$ cat src/rtl/proc_scheduler_if.sv
// Context-switch handshake between the scheduler and the control unit (UC).
// The scheduler drives the request side; the UC answers with switch_ack.
interface proc_scheduler_if;
  logic       switch_req;
  logic [3:0] next_pid;
  logic       switch_ack;

  modport master (output switch_req, output next_pid, input switch_ack);
  modport slave  (input switch_req, input next_pid, output switch_ack);
endinterface

$ cat src/rtl/proc_scheduler.sv
// Round-robin preemptive scheduler over 16 PIDs: counts the running quantum,
// searches for the next active PID and requests a context switch from the UC.
module proc_scheduler #(
  parameter int          QW         = 16,
  parameter logic [15:0] RESET_MASK = 16'h0001
) (
  input  logic                clk,
  input  logic                reset,
  input  logic                enable,
  input  logic [3:0]          cur_pid,
  input  logic [QW-1:0]       quantum,
  input  logic                yield,
  input  logic                proc_create,
  input  logic [3:0]          create_pid,
  input  logic                proc_kill,
  input  logic [3:0]          kill_pid,
  proc_scheduler_if.master    sw,
  output logic [15:0]         active_mask,
  output logic                busy
);

  typedef enum logic [1:0] {IDLE, RUN, SEARCH, REQ} state_t;

  localparam logic [QW-1:0] ONE = QW'(1);

  state_t        state;
  logic [QW-1:0] counter;
  logic [3:0]    idx;
  logic [15:0]   mask_next;
  logic          kill_valid;
  logic [QW-1:0] reload;

  // PID 0 is the kernel and can never be killed, so a kill of PID 0 is
  // treated as if no kill happened at all (it also cannot trigger preemption).
  assign kill_valid = proc_kill && (kill_pid != 4'd0);
  assign reload     = (quantum == '0) ? ONE : quantum;

  // Kill is applied after create so that a same-cycle create+kill leaves the PID inactive.
  always_comb begin
    mask_next = active_mask;
    if (proc_create) mask_next[create_pid] = 1'b1;
    if (kill_valid)  mask_next[kill_pid]   = 1'b0;
  end

  always_ff @(posedge clk or posedge reset) begin
    if (reset) begin
      state         <= IDLE;
      counter       <= '0;
      idx           <= 4'd0;
      sw.switch_req <= 1'b0;
      sw.next_pid   <= 4'd0;
      active_mask   <= RESET_MASK;
      busy          <= 1'b0;
    end else begin
      active_mask <= mask_next;
      case (state)
        IDLE: begin
          if (enable) begin
            state   <= RUN;
            counter <= reload;
          end
        end
        RUN: begin
          if (counter == ONE || yield || (kill_valid && kill_pid == cur_pid)) begin
            state <= SEARCH;
            idx   <= cur_pid + 4'd1;
            busy  <= 1'b1;
          end else if (!enable) begin
            state <= IDLE;
          end else begin
            counter <= counter - ONE;
          end
        end
        SEARCH: begin
          // The search tests the mask as updated this cycle, so a PID created
          // or killed right now is already taken into account.
          if (mask_next[idx]) begin
            if (idx != cur_pid) begin
              state         <= REQ;
              sw.next_pid   <= idx;
              sw.switch_req <= 1'b1;
            end else begin
              state   <= RUN;
              counter <= reload;
              busy    <= 1'b0;
            end
          end else begin
            idx <= idx + 4'd1;
          end
        end
        REQ: begin
          if (sw.switch_ack) begin
            state         <= RUN;
            counter       <= reload;
            sw.switch_req <= 1'b0;
            busy          <= 1'b0;
          end else if (kill_valid && kill_pid == sw.next_pid) begin
            state         <= SEARCH;
            idx           <= sw.next_pid + 4'd1;
            sw.switch_req <= 1'b0;
          end
        end
        default: begin
          state         <= IDLE;
          sw.switch_req <= 1'b0;
          busy          <= 1'b0;
        end
      endcase
    end
  end

endmodule

$ cat src/flat_wrapper.sv
// flat-port wrapper written by rule: the top's interface ports become plain ports
module proc_scheduler_flat 
#(
  parameter int          QW         = 16,
  parameter logic [15:0] RESET_MASK = 16'h0001
)
  (clk, reset, enable, cur_pid, quantum, yield, proc_create, create_pid, proc_kill, kill_pid, active_mask, busy, sw_switch_req, sw_next_pid, sw_switch_ack);
  proc_scheduler_if sw_i ();
  input  logic clk;
  input  logic reset;
  input  logic enable;
  input  logic [3:0] cur_pid;
  input  logic [QW-1:0] quantum;
  input  logic yield;
  input  logic proc_create;
  input  logic [3:0] create_pid;
  input  logic proc_kill;
  input  logic [3:0] kill_pid;
  output logic [15:0] active_mask;
  output logic busy;
  output wire logic [$bits(sw_i.switch_req)-1:0] sw_switch_req;
  output wire logic [$bits(sw_i.next_pid)-1:0] sw_next_pid;
  input wire logic [$bits(sw_i.switch_ack)-1:0] sw_switch_ack;
  assign sw_switch_req = sw_i.switch_req;
  assign sw_next_pid = sw_i.next_pid;
  assign sw_i.switch_ack = sw_switch_ack;
  proc_scheduler #(.QW(QW), .RESET_MASK(RESET_MASK)) u_core (.clk(clk), .reset(reset), .enable(enable), .cur_pid(cur_pid), .quantum(quantum), .yield(yield), .proc_create(proc_create), .create_pid(create_pid), .proc_kill(proc_kill), .kill_pid(kill_pid), .sw(sw_i), .active_mask(active_mask), .busy(busy));
endmodule
$ cat config.mk
export PLATFORM = sky130hd
export DESIGN_NAME = proc_scheduler_flat
export DESIGN_NICKNAME = d
export VERILOG_FILES = /design/src/rtl/proc_scheduler_if.sv /design/src/rtl/proc_scheduler.sv /design/src/flat_wrapper.sv
export SDC_FILE = /design/constraint.sdc
export NUM_CORES = 1
export LEC_CHECK = 0
export ABC_AREA = 1
export BUFFER_PORTS_ARGS = -buffer_cell sky130_fd_sc_hd__buf_2
export CORE_MARGIN = 2
export CORE_UTILIZATION = 40
export CTS_CLUSTER_SIZE = 16
export DETAILED_ROUTE_END_ITERATION = 7
export PLACE_DENSITY_LB_ADDON = 0.08
export SLEW_MARGIN = 10
export SYNTH_ARGS = -nofsm -noshare
export SYNTH_HDL_FRONTEND = slang
export SYNTH_SLANG_ARGS = --single-unit
export TNS_END_PERCENT = 50
$ cat constraint.sdc
create_clock -name clk -period 2.4 [get_ports clk]
set_input_delay 0.6 -clock clk [delete_from_list [all_inputs] [get_ports clk]]
set_output_delay 0.6 -clock clk [all_outputs]
set_load 0.02 [all_outputs]
==> reports/summary.txt, run 1 <==
Vias = 2,865
setup tns final = 0 ns
RR Startpoint = u_core.idx[0]
vias per std cell = 4.97
most numerous cell in the Yosys netlist = nand2_1
Slew headroom = 70.8%
Req. time, crit path = 2.63 ns
initial antenna violation count = 0
CTS Hold Bufs = 0
Setup Skew = 0.00912 ns
DRC viols = 0
Final setup viols = 0
Final Max Slew Viols = 0
Seq/Total Area, Yosys = 35.7%
CP delay by family, top = simple AND/OR/NAND/NOR gates
CP Max Fanout = 31
postcts setup bufs = 0
met2 Track Usage GR = 29.5%
static leakage = 0.00169 µW
Post-synth ARST share = 100%
Root Buffer = clkbuf_8
crit path time final = 2.04 ns
storage element area = 0.00110 mm²
share of layout cells above drive strength 1 = 23.6%
outcome = completed
post-route ant nets = 0
MaxCap Viol Count = 0
First-pass DRT Iterations = 4
Seq cells post-synth = 44
H-tree depth = 2
fmax = 490 MHz
Worst-Skew Late Latency = 0.30 ns
Crit path largest cell delay = 0.45 ns
area of the multi-input gates = 0.00175 mm²
Max stage delay cell, worst path = dfrtp_1
Synth Area per Inst = 7.40 µm²
port bufs = 56
nets = 512
grt met3 use = 2.71%
GRT Overall Usage = 19.9%
Synth top cells by count = nand2_1 (97), nand3_1 (55), dfrtp_1 (43)
DIE AREA = 0.00843 mm²
Placement Setup Slack = 0.171 ns
# IOs = 57
final hold vios = 0
Final period util = 85.0%
vias in the first global route = 2,793
die span in y = 91.8 µm
first-pass GRT wire length = 13.6 mm
worst path arrival time = 2.27 ns
synth top area cells = dfrtp_1 (35%), nand2_1 (12%), nand3_1 (8.9%)
fillers = 832
PostCTS Resize Cnt = 0
site row count = 32
Post-synth EDFFs = 0
Top cell by count, worst path = nand2_1
largest net degree at the start of global routing = 32
Clock Tree Buf Depth = 2
synthesized netlist cell count = 417
initial drt markers = 144
pwr dens = 1260 mW/mm²
Yosys top cell by area = dfrtp_1
CTS tree = done
post-synth cell types = 39
Fin Hold WS = 0.286 ns
GRT overflow = 0
Worst Slack Setup Final = 0.361 ns
TritonCTS Buffers = 5
CP Capture Type = register
syn nets = 455
RSZ-0062 raised after global routing = no
warnings from Yosys = 0
Post-Syn Area = 0.00309 mm²
Setup CP Type = register to register
worst slew pin tran = 0.435 ns
M1 GR Usage = 30.1%
top_reg_cell synth = dfrtp_1
CP Launch Type = register
core area = 0.00761 mm²
Antenna Cells = 0
WL/cell = 13.6 µm
number of cells on the critical path = 12
min-delay worst type = input port to async pin
R2R depth = 12
Buf+Inv Stages, Crit Path = 3
FF-to-FF End = u_core.counter[8]
Synth top area share = 34.9%
CTS Sinks = 44
RePlAce Congestion = 0.831
chip width = 91.8 µm
R2R setup slack = 0.36 ns
Area growth syn-to-layout = 15.4%
final WL = 7.85 mm
placed wire-length estimate = 6.27 mm
crit-path cells = inv_1 -> nand3_1 -> nand2_1 -> clkinv_1 -> nand2_1 -> nand3_1 -> nand3_2 -> nand3_4 -> nand2_4 -> buf_12 -> nand2_1 -> o21ai_2
gr busiest metal = met1
starting density of the core = 40.6%
Clock Pin Slew Worst Setup and Hold Paths = 0.09 ns
VDD IR-drop max = 0.000827 V
[layer usage]
metal  wire length, µm  up-vias  share of wire [%]
met4               110        0                1.4
met5                 0        -                  0
met3               307       12                3.9
li1                  -     1486                  -
met1              4090     1312                 52
met2              3340       55                 43
[worst max-delay path by stage]
stage / start / to / slack [ns]
after CTS: u_core.idx[0] / u_core.counter[3] / 0.36
after detailed placement: create_pid[3] / u_core.counter[3] / 0.17
after global routing: u_core.counter[1] / u_core.counter[11] / 0.22
after floorplan: kill_pid[1] / u_core.counter[0] / 0.47
after global placement: kill_pid[1] / u_core.counter[14] / 0.20
final: u_core.idx[0] / u_core.counter[8] / 0.36
[power breakdown]
group	switching, µW	total, µW	internal, µW
logic	1610	2630	1020
clock network	266	501	234
registers	321	1370	1050
[layout make-up]
class                           instances  area share (%)
Clock buffer                            7            2.42
Tap cell                              102            3.58
Timing Repair Buffer                   63            9.70
Inverter                               39            4.11
Multi-Input combinational cell        321            49.0
Clock inverter                          1           0.211
Sequential cell                        44            31.0
[placed cells by master, fill, tap and decap left out, types with 9 or more instances in the layout]
cell type   n
buf_2      56
xor2_1      9
o21bai_1   13
xnor2_1    12
o21ai_2    14
nor2_1     36
nand2_1    97
dfrtp_1    43
and2_1     14
nand3_1    55
inv_2      10
o21ai_0    14
inv_1      26
[registers in the layout (all words and copies together), names as in the netlist]
register	flops
u_core.sw.switch_req	1
u_core.idx	4
u_core.sw.next_pid	4
u_core.state	2
u_core.busy	1
u_core.counter	16
u_core.active_mask	16
[per-stage QoR]
| stage | power (µW) | utilization, % | area, µm² | std cells |
|---|---|---|---|---|
| global route | 4950 | 46.8 | 3560 | 577 |
| floorplan | 3400 | - | 3090 | 417 |
| finish | 4500 | 46.8 | 3560 | 577 |
| CTS | 4520 | 46.8 | 3560 | 577 |
| detailed placement | 4000 | 45.6 | 3470 | 569 |
| global placement | 3970 | 45.6 | 3470 | 569 |
[cells by family (layout without fill, tap and decap cells)]
logic type                 Yosys count  count (layout)  synth area share (%)
AOI/OAI and AO/OA                   65              65                  14.2
and+or+nand+nor                    230             230                  34.6
DFF                                 44              44                  35.7
xor gates and xnor gates            21              21                  5.96
buffers and inverters               52             110                  7.70
muxes                                2               2                 0.649
adders and majority gates            3               3                  1.22
No activity file was read; power rests on OpenSTA's default activity.
==> run 2, diff against run 1 <==
==> constraint.sdc (replaced) <==
create_clock -name clk -period 1.75 [get_ports clk]
set_input_delay 0.4375 -clock clk [delete_from_list [all_inputs] [get_ports clk]]
set_output_delay 0.4375 -clock clk [all_outputs]
set_load 0.02 [all_outputs]
==> run 2 against run 1 <==
The flow now finishes with violations (setup timing). Clock power grew 74%. Fmax grew 14%. Setup slack worse by 0.40 ns. Largest power group unchanged.
==> reports/summary.txt, run 2 (synthesis results as in run 1) <==
outcome = complete, but fails checks (was completed)
violated checks = setup timing
RePlAce Congestion = 0.851 (was 0.831)
Clock Pin Slew Worst Setup and Hold Paths = 0.09 ns (about the same)
chip width = 91.8 µm (unchanged)
placed wire-length estimate = 6.63 mm (was 6.27 mm)
Vias = 3,219 (was 2,865)
Clock Tree Buf Depth = 2 (unchanged)
static leakage = 0.00214 µW (was 0.00169 µW)
First-pass DRT Iterations = 5 (was 4)
nets = 583 (was 512)
Pint = 4500 µW (was 2300 µW)
starting density of the core = 40.6% (unchanged)
die span in y = 91.8 µm (unchanged)
H-tree depth = 2 (unchanged)
most common cell after layout, fill and taps aside = nand2_1 (unchanged)
initial drt markers = 123 (was 144)
crit path time final = 1.79 ns (was 2.04 ns)
CP Capture Type = register (unchanged)
biggest registers after layout = u_core.active_mask: 16 flops, u_core.counter: 16 flops (unchanged)
placement-stage cell area = 0.00393 mm² (was 0.00347 mm²)
DRC viols = 0 (unchanged)
first-pass GRT wire length = 15.3 mm (was 13.6 mm)
crit-path cells = buf_6 -> inv_2 -> ha_2 -> inv_2 -> nor2_4 -> nand2_2 -> nor2_4 -> nand4_1 -> xor2_1 -> mux2i_1 -> o21ai_2 (was inv_1 -> nand3_1 -> nand2_1 -> clkinv_1 -> nand2_1 -> nand3_1 -> nand3_2 -> nand3_4 -> nand2_4 -> buf_12 -> nand2_1 -> o21ai_2)
vias per std cell = 4.97 (about the same)
CTS tree = done (unchanged)
GRT Overall Usage = 22.5% (was 19.9%)
Slew headroom = 69.4% (was 70.8%)
Final Max Slew Viols = 0 (unchanged)
setup tns final = -0.0470 ns (was 0 ns)
R2R depth = 11 (was 12)
CP Max Fanout = 2 (was 31)
post-route ant nets = 0 (unchanged)
RR Startpoint = u_core.counter[0] (was u_core.idx[0])
final WL = 8.91 mm (was 7.85 mm)
switching pwr = 3720 µW (was 2200 µW)
most frequent cells in the layout = nand2_1 (75), buf_4 (69), buf_2 (56), nand3_1 (51), dfrtp_1 (42) (was nand2_1 (97), buf_2 (56), nand3_1 (55), dfrtp_1 (43), nor2_1 (36))
Setup Skew = 0.00445 ns (was 0.00912 ns)
TritonCTS Buffers = 5 (unchanged)
Setup CP Type = register to register (unchanged)
min-delay worst type = input port to async pin (unchanged)
Max stage delay cell, worst path = dfrtp_1 (unchanged)
VDD IR-drop max = 0.00112 V (was 0.000827 V)
final hold vios = 0 (unchanged)
worst path arrival time = 1.98 ns (was 2.27 ns)
Antenna Cells = 0 (unchanged)
Clock Power Share = 10.6% (was 11.1%)
CTS Sinks = 44 (unchanged)
share of layout cells above drive strength 1 = 43.2% (was 23.6%)
Total Power = 8220 µW (was 4500 µW)
fmax = 560 MHz (was 490 MHz)
GRT overflow = 0 (unchanged)
WL/cell = 13.8 µm (was 13.6 µm)
port bufs = 56 (unchanged)
site row count = 32 (unchanged)
RSZ-0062 raised after global routing = yes (was no)
worst slew pin tran = 0.455 ns (was 0.435 ns)
core area = 0.00761 mm² (unchanged)
FF-to-FF End = u_core.counter[14] (was u_core.counter[8])
vias in the first global route = 3,134 (was 2,793)
final instance area = 0.00443 mm² (was 0.00356 mm²)
initial antenna violation count = 0 (unchanged)
Worst-Skew Late Latency = 0.30 ns (about the same)
Final setup viols = 4 (was 0)
DIE AREA = 0.00843 mm² (unchanged)
Switching Fraction = 45.2% (was 48.9%)
MaxCap Viol Count = 0 (unchanged)
# IOs = 57 (unchanged)
Reg power frac = 21.6% (was 30.4%)
Final period util = 102% (was 85.0%)
largest net degree at the start of global routing = 29 (was 32)
CP Launch Type = register (unchanged)
Crit path largest cell delay = 0.42 ns (was 0.45 ns)
Worst Slack Setup Final = -0.0354 ns (was 0.361 ns)
Area growth syn-to-layout = 43.6% (was 15.4%)
combinational power share = 67.8% (was 58.5%)
R2R setup slack = -0.04 ns (was 0.36 ns)
Root Buffer = clkbuf_8 (unchanged)
Req. time, crit path = 1.94 ns (was 2.63 ns)
pwr dens = 1860 mW/mm² (was 1260 mW/mm²)
[run 2: cell count changes in the layout (fill, tap and decap cells not counted), moves of 2 or more]
cell     previous run  this run
nand2_4             1        11
ha_1                3         1
nor2_4              1         7
nor2_1             36        25
nand2_1            97        75
nand2_2             2        14
buf_4               6        69
nor2_2              7        12
nand3_1            55        51
inv_1              26        20
buf_6               0         3
buf_12              1         5
nand3_2             2         6
inv_2              10        16
[run 2: worst max path at each step]
stage	startpoint	depth (start not counted)	slack (ns)	endpoint
2_1_floorplan	proc_kill	12	0.008	u_core.counter[0]
3_3_place_gp	kill_pid[1]	12	-0.27	u_core.counter[7]
3_5_place_dp	create_pid[3]	14	-0.24	u_core.counter[6]
4_1_cts	u_core.counter[0]	13	-0.09	u_core.counter[15]
5_1_grt	u_core.idx[0]	11	-0.14	u_core.counter[2]
6_report	u_core.counter[0]	11	-0.04	u_core.counter[14]
[run 2: through the flow]
stage / setup WS, ns / std cells / hold slack, ns / util, %
final: -0.0354 / 648 / 0.122 / 58.2
after CTS: -0.0890 / 649 / 0.124 / 56.9
after detailed placement: -0.244 / 623 / 0.459 / 51.7
after global routing: -0.135 / 648 / 0.145 / 58.2
after global placement: -0.266 / 623 / 0.458 / 51.7
after floorplan: 0.00830 / 417 / 0.463 / -
[run 2: repair_timing]
action                     CTS  global route
hold buffers                 0             0
cloned                       1             0
setup buffers               17             3
gates resized for setup     33            44
hold endpoints to repair     0             0
setup endpoints to repair   20            28
pin swaps                   13            20
[run 2: cell type report]
type	count	area, µm²
Fill cell	748	3180
Inverter	39	148
Tap cell	102	128
Clock buffer	7	96.3
Sequential cell	44	1100
Timing Repair Buffer	134	947
Clock inverter	1	30.0
Multi-Input combinational cell	321	1980
[run 2: critical path, delay by kind of cell, from the launching register on]
kind / cells / cell delay, ns
flip-flops: 1 / 0.42
multiplexers: 1 / 0.17
adder cells (fa/ha/maj): 1 / 0.18
AO/OA/AOI/OAI: 1 / 0.08
buffers and inverters: 3 / 0.23
AND/OR/NAND/NOR: 4 / 0.42
XOR/XNOR: 1 / 0.17
[run 2: layer usage]
layer / GRT usage [%] / share of wire, %
met5: 0 / 0
met4: 4.73 / 1.0
met3: 2.96 / 4.2
met2: 36.3 / 47
met1: 32.4 / 48
[run 2: power by group through the flow]
stage,clock [µW],sequential (µW),combinational [µW]
final,871,1770,5570
after detailed placement,0,1750,4520
after global placement,0,1740,4500
after CTS,897,1750,5380
after global routing,942,1830,6160
after floorplan,0,1900,2760
